$ cat src/rtl/mesi_isc_pkg.sv
// Shared encodings for the ISC: cbus commands, broadcast request
// types and the broadcast-controller state type.
package mesi_isc_pkg;

    localparam logic [2:0] MESI_ISC_CBUS_CMD_NOP      = 3'd0;
    localparam logic [2:0] MESI_ISC_CBUS_CMD_WR_SNOOP = 3'd1;
    localparam logic [2:0] MESI_ISC_CBUS_CMD_RD_SNOOP = 3'd2;
    localparam logic [2:0] MESI_ISC_CBUS_CMD_EN_WR    = 3'd3;
    localparam logic [2:0] MESI_ISC_CBUS_CMD_EN_RD    = 3'd4;

    localparam logic [1:0] MESI_ISC_BREQ_TYPE_NOP = 2'd0;
    localparam logic [1:0] MESI_ISC_BREQ_TYPE_WR  = 2'd1;
    localparam logic [1:0] MESI_ISC_BREQ_TYPE_RD  = 2'd2;

    typedef enum logic [1:0] {
        BROAD_IDLE,
        BROAD_SNOOP,
        BROAD_ENABLE
    } broad_cntl_state_t;

endpackage

$ cat src/rtl/mesi_isc_broad_cpu_slot.sv
// Per-CPU cbus slot: pending-snoop bit and registered command.
// Ports: set_snoop/set_enable load a command, ack retires it, cmd out.
module mesi_isc_broad_cpu_slot
    import mesi_isc_pkg::*;
#(
    parameter int CBUS_CMD_WIDTH   = 3,
    parameter int BROAD_TYPE_WIDTH = 2
) (
    input  logic                        clk,
    input  logic                        rst,
    input  logic                        set_snoop,
    input  logic                        set_enable,
    input  logic                        ack,
    input  logic [BROAD_TYPE_WIDTH-1:0] broad_type,
    output logic                        pending,
    output logic [CBUS_CMD_WIDTH-1:0]   cmd
);

    logic en_q;
    logic is_wr;

    assign is_wr = (broad_type == BROAD_TYPE_WIDTH'(MESI_ISC_BREQ_TYPE_WR));

    // An ack only retires a command this slot is actually showing.
    always_ff @(posedge clk or negedge rst) begin
        if (!rst) begin
            pending <= 1'b0;
            en_q    <= 1'b0;
            cmd     <= CBUS_CMD_WIDTH'(MESI_ISC_CBUS_CMD_NOP);
        end else if (set_snoop) begin
            pending <= 1'b1;
            cmd     <= is_wr ? CBUS_CMD_WIDTH'(MESI_ISC_CBUS_CMD_WR_SNOOP)
                             : CBUS_CMD_WIDTH'(MESI_ISC_CBUS_CMD_RD_SNOOP);
        end else if (set_enable) begin
            en_q <= 1'b1;
            cmd  <= is_wr ? CBUS_CMD_WIDTH'(MESI_ISC_CBUS_CMD_EN_WR)
                          : CBUS_CMD_WIDTH'(MESI_ISC_CBUS_CMD_EN_RD);
        end else if (ack && (pending || en_q)) begin
            pending <= 1'b0;
            en_q    <= 1'b0;
            cmd     <= CBUS_CMD_WIDTH'(MESI_ISC_CBUS_CMD_NOP);
        end
    end

endmodule

$ cat src/rtl/mesi_isc_broad_cntl.sv
// Broadcast controller: pops breqs, snoops the other CPUs, then enables
// the originator. Ports: broad FIFO head/pop, per-CPU cbus ack/cmd, status.
module mesi_isc_broad_cntl
    import mesi_isc_pkg::*;
#(
    parameter int CBUS_CMD_WIDTH   = 3,
    parameter int ADDR_WIDTH       = 32,
    parameter int BROAD_TYPE_WIDTH = 2,
    parameter int BROAD_ID_WIDTH   = 7
) (
    input  logic                        clk,
    input  logic                        rst,
    input  logic                        broad_fifo_status_empty_i,
    input  logic [ADDR_WIDTH-1:0]       broad_addr_i,
    input  logic [BROAD_TYPE_WIDTH-1:0] broad_type_i,
    input  logic [1:0]                  broad_cpu_id_i,
    input  logic [BROAD_ID_WIDTH-1:0]   broad_id_i,
    output logic                        broad_fifo_rd_o,
    input  logic [3:0]                  cbus_ack_array_i,
    output logic [4*CBUS_CMD_WIDTH-1:0] cbus_cmd_array_o,
    output logic [ADDR_WIDTH-1:0]       cbus_addr_o,
    output logic                        broad_busy_o,
    output logic [BROAD_ID_WIDTH-1:0]   broad_id_active_o
);

    broad_cntl_state_t state_q, state_d;

    logic [ADDR_WIDTH-1:0]       addr_q;
    logic [BROAD_TYPE_WIDTH-1:0] type_q;
    logic [1:0]                  cpu_q;
    logic [BROAD_ID_WIDTH-1:0]   id_q;

    logic                        pop;
    logic                        is_req;
    logic [3:0]                  pending;
    logic [3:0]                  pend_left;
    logic [3:0]                  set_snoop;
    logic [3:0]                  set_enable;
    logic [BROAD_TYPE_WIDTH-1:0] slot_type;

    assign is_req =
        (broad_type_i == BROAD_TYPE_WIDTH'(MESI_ISC_BREQ_TYPE_WR)) ||
        (broad_type_i == BROAD_TYPE_WIDTH'(MESI_ISC_BREQ_TYPE_RD));

    always_ff @(posedge clk or negedge rst) begin
        if (!rst) state_q <= BROAD_IDLE;
        else      state_q <= state_d;
    end

    always_comb begin
        state_d    = state_q;
        pop        = 1'b0;
        set_snoop  = 4'b0000;
        set_enable = 4'b0000;
        slot_type  = type_q;
        pend_left  = pending & ~cbus_ack_array_i;
        unique case (state_q)
            BROAD_IDLE: begin
                // Snoop command type comes straight off the FIFO head,
                // since the latch only captures it at this same edge.
                slot_type = broad_type_i;
                if (!broad_fifo_status_empty_i) begin
                    pop = 1'b1;
                    if (is_req) begin
                        state_d   = BROAD_SNOOP;
                        set_snoop = 4'b1111 &
                                    ~(4'b0001 << broad_cpu_id_i);
                    end
                end
            end
            BROAD_SNOOP: begin
                if (pend_left == 4'b0000) begin
                    state_d    = BROAD_ENABLE;
                    set_enable = 4'b0001 << cpu_q;
                end
            end
            BROAD_ENABLE: begin
                if (cbus_ack_array_i[cpu_q]) state_d = BROAD_IDLE;
            end
            default: state_d = BROAD_IDLE;
        endcase
    end

    always_ff @(posedge clk or negedge rst) begin
        if (!rst) begin
            addr_q <= '0;
            type_q <= '0;
            cpu_q  <= '0;
            id_q   <= '0;
        end else if (pop) begin
            addr_q <= broad_addr_i;
            type_q <= broad_type_i;
            cpu_q  <= broad_cpu_id_i;
            id_q   <= broad_id_i;
        end
    end

    for (genvar i = 0; i < 4; i++) begin : g_slot
        mesi_isc_broad_cpu_slot #(
            .CBUS_CMD_WIDTH  (CBUS_CMD_WIDTH),
            .BROAD_TYPE_WIDTH(BROAD_TYPE_WIDTH)
        ) u_slot (
            .clk       (clk),
            .rst       (rst),
            .set_snoop (set_snoop[i]),
            .set_enable(set_enable[i]),
            .ack       (cbus_ack_array_i[i]),
            .broad_type(slot_type),
            .pending   (pending[i]),
            .cmd       (cbus_cmd_array_o[i*CBUS_CMD_WIDTH +: CBUS_CMD_WIDTH])
        );
    end

    assign broad_fifo_rd_o   = pop;
    assign cbus_addr_o       = addr_q;
    assign broad_id_active_o = id_q;
    assign broad_busy_o      = (state_q != BROAD_IDLE);

endmodule

$ cat config.mk
export PLATFORM = sky130hd
export DESIGN_NAME = mesi_isc_broad_cntl
export DESIGN_NICKNAME = d
export VERILOG_FILES = /design/src/rtl/mesi_isc_pkg.sv /design/src/rtl/mesi_isc_broad_cpu_slot.sv /design/src/rtl/mesi_isc_broad_cntl.sv
export SDC_FILE = /design/constraint.sdc
export NUM_CORES = 1
export LEC_CHECK = 0
export CAP_MARGIN = 20
export CELL_PAD_IN_SITES_DETAIL_PLACEMENT = 0
export CELL_PAD_IN_SITES_GLOBAL_PLACEMENT = 1
export CORE_MARGIN = 1.5
export CORE_UTILIZATION = 31
export DETAILED_ROUTE_END_ITERATION = 10
export PLACE_DENSITY = 0.8
export SYNTH_ARGS = -nofsm -noshare
export SYNTH_HDL_FRONTEND = slang
export SYNTH_SLANG_ARGS = --single-unit
$ cat constraint.sdc
create_clock -name clk -period 1.82 [get_ports clk]
set_clock_uncertainty 0.15 [all_clocks]
set_input_delay 0.455 -clock clk [delete_from_list [all_inputs] [get_ports clk]]
set_output_delay 0.455 -clock clk [all_outputs]
set_load 0.03 [all_outputs]
==> impl_results.md <==
- Worst hold path type: flop to flop
- Crit path max-delay family: flip-flops
- Mux contribution to synthesized area: 21.53%
- CTS tree: built
- Synthesis Warnings: 0
- Critical Path End Type: output port
- ANT nets after route: 0
- Root buffer cell: clkbuf_8
- Pre-CTS setup slack: -0.5572 ns
- P_sw: 3.044 mW
- ANT cells: 0
- First-pass GRT wire length: 10.96 mm
- Clock power share: approximately 18%
- Crit-path slowest cell: dfrtp_1
- FF-to-FF setup slack: -0.02 ns
- Final WL: 6.485 mm
- Power Internal: 4.589 mW
- Num ports: 103
- PD cells: between 1500 and 2000 mW/mm^2
- Row count: 34
- Largest area contributor in the netlist: dfrtp_1
- Total CTS buffers: 9
- Sequential cell area: 0.001627 mm^2
- Clk Latency, worst-skew pair: about 0.33 ns
- Maximum VDD drop: 0.6928 mV
- Total track usage: 14.52%
- Largest net degree at the start of global routing: 66
- Grt total ovfl: 0
- Slew @ Worst Pin: 0.3689 ns
- Sequential fraction of design power: 32.2%
- WP data required: 1.21 ns
- Synthesized area per cell: roughly 14 um^2
- Post-Synth Adder-Cell Area: 0%
- Setup CP Type: flop to output port
- Mapped Nets: about 250
- Via count: between 2000 and 2500
- Routability cong.: about 0.77
- # port buffers: 102
- Vias in the first global route: 2289
- RSZ-0062 raised after global routing: true
- Fin Setup TNS: -0.4343 ns
- Area occupied by multi-input gates: 0.001121 mm^2
- Outcome: finished with violations
- CP dominant cell by count: buf_6
- Seq/Total Area, Yosys: around 60%
- Vias per cell: 4.564
- Mapped Cells: 202
- Top-count cell post-synth: dfrtp_1
- Routed wire per std cell: 14.22 um
- Crit-path max cell delay: around 0.40 ns
- Residual DRC: 0
- Largest family of logic cells by synthesized area: multiplexers
- Fin. Hold Viols: 0
- Element type at the critical path start: flop
- Failing checks: setup timing
- Final number of max-transition violations: 0
- XOR/XNOR Fraction of Synth Area: 0.3207%
- Chip width: 96.87 um
- Worst setup margin: -0.1477 ns
- Post-route cell area: 0.004387 mm^2
- Count of final setup violators: 23
- Initial antenna violation count: 0
- Synth area leaders: dfrtp_1 (60%), mux2_2 (18%), mux2i_1 (2.6%)
- LEAKAGE: roughly 2.1 nW
- Minimum clock period: 1.968 ns
- Yosys reg bits: between 60 and 70
- Mapped Area: 0.002731 mm^2
- Fin nets: between 300 and 400
- Filler cell count: 770
- Number of max-cap violations: 0
- CP arrival: roughly 1.4 ns
- Reg clk slew, reported paths: around 0.080 ns
- Logic pwr share: 50.0%
- Drt first pass iters: 4
- H-tree Lvls: 3
- EDFF count, synth: 0
- Cell variety after synth: 34
- Initial Utilization: 31.63%
- Post-placement cell area: around 0.0041 mm^2
- Share of the synthesized area in the top cell type: between 50% and 60%
- Die extent in y: slightly below 100 um
- Crit-path cells: buf_6 -> nor3_4 -> buf_6 -> buf_6
- Compound-Gate Fraction of Synth Area: around 7.6%
- Share of cells above drive strength 1: 33.05%
- Num Clock Sinks: 65
- Die area: between 0.009 and 0.01 mm^2
- Async SR Flop Fraction: 100.0%
- Area growth syn-to-layout: 60.60%
- Crit-path max FO: 3
- Crit path buf inv count: 3
- Sw Ratio: 39.88%
- Rel. slew slack: 75.15%
- Post-route clock period utilization: 108.1%
- Clock Path Buffers: 2
- DP HPWL: approximately 4.5 mm
- Core Area: 0.008636 mm^2
- Top_reg_cell synth: dfrtp_1
- Most instantiated cells after synthesis: dfrtp_1 (65), mux2_2 (44), nand2_1 (12), nor2_1 (9), o21ai_0 (8)
- Post-Synth Simple-Gate Area: 8.978%
- Initial DRC Count: 74
- Fmax: 508.2 MHz
placed cells by master (no fill, tap or decap), drive strengths merged, types with 2 or more instances in the layout:
cell and n:
dfrtp 65, dlygate4sd2 56, mux2 44, clkdlybuf4s50 43
buf 35, nand2 12, clkbuf 10, nor2 10
o21ai 8, mux2i 7, inv 6, nand2b 6
a21o 5, a21oi 5, nor2b 4, and4b 2
and2 2, o31ai 2, a31o 2, nand3 2
clkinvlp 2, clkinv 2, bufinv 2
through the flow:
| stage | power (mW) | util [%] | cells | hold WS (ns) |
|---|---|---|---|---|
| after global routing | 8.071 | 50.80 | 456 | 0.3628 |
| after CTS | 7.637 | 49.99 | 452 | 0.3288 |
| after detailed placement | 6.540 | 47.25 | 432 | 0.3117 |
| after global placement | 6.472 | 47.25 | 432 | 0.3059 |
| after floorplan | 4.759 | - | 202 | 0.009409 |
| final | 7.633 | 50.80 | 456 | 0.3272 |
worst reg2reg max path, delay by kind of cell (launching register included):
kind | cells | cell delay [ns]
buffers and inverters | 4 | 0.60
DFF | 1 | 0.40
muxes | 1 | 0.34
and+or+nand+nor | 1 | 0.24
state kept, by name (all words and copies together) (netlist names):
| name | count |
|---|---|
| type_q | 2 |
| cpu_q | 2 |
| broad_id_active_o | 7 |
| g_slot.u_slot.cmd | 12 |
| state_q | 2 |
| cbus_addr_o | 32 |
| g_slot.u_slot.en_q | 4 |
| g_slot.u_slot.pending | 4 |
final cells by class:
class                   count  share of cell area [%]
repair buffers            136                   28.75
well taps                 108                   3.080
multi-input cells         125                   25.56
clock buffers              10                   2.909
flip-flops and latches     65                   37.08
inverters                   6                  0.5134
clock inverters             6                   2.111
logic make-up (layout without fill, tap and decap cells):
group / Yosys count / count (layout)
buf+inv: 12 / 158
compound gates: 28 / 28
flops: 65 / 65
xor+xnor: 1 / 1
simple gates: 44 / 44
mux: 52 / 52
metal layers:
layer / GRT usage (%) / up-vias / wire [um]
met4: 5.351 / 0 / 70
met1: 17.44 / 1014 / 2712
met5: 0 / - / 0
li1: - / 995 / -
met2: 23.83 / 65 / 3227
met3: 5.347 / 7 / 473
path summary, 6_finish.rpt:
path	start	to	depth (start not counted)
min in group asynchronous	rst	cbus_addr_o[26]	3
setup reg to reg	state_q[1]	cbus_addr_o[16]	6
hold reg to reg	g_slot[3].u_slot.en_q	g_slot[3].u_slot.en_q	1
max in group asynchronous	rst	cbus_addr_o[22]	3
setup / recovery	state_q[1]	broad_fifo_rd_o	4
hold / removal	g_slot[3].u_slot.en_q	g_slot[3].u_slot.en_q	1
repair_timing:
item	in CTS	in global routing
setup endpoints to repair	71	47
gates resized for setup	74	11
pin swaps	2	8
buffers inserted	3	4
endpoints found under the hold margin	31	0
hold buffers	1	0
power groups by stage:
stage	Combinational [mW]	Clock [mW]	Sequential [mW]
final	3.81	1.36	2.46
after global routing	4.04	1.46	2.57
after CTS	3.76	1.41	2.47
after detailed placement	4.03	0	2.51
after global placement	3.99	0	2.48
after floorplan	1.20	0	3.56
Power figures use the tool's default switching activity.
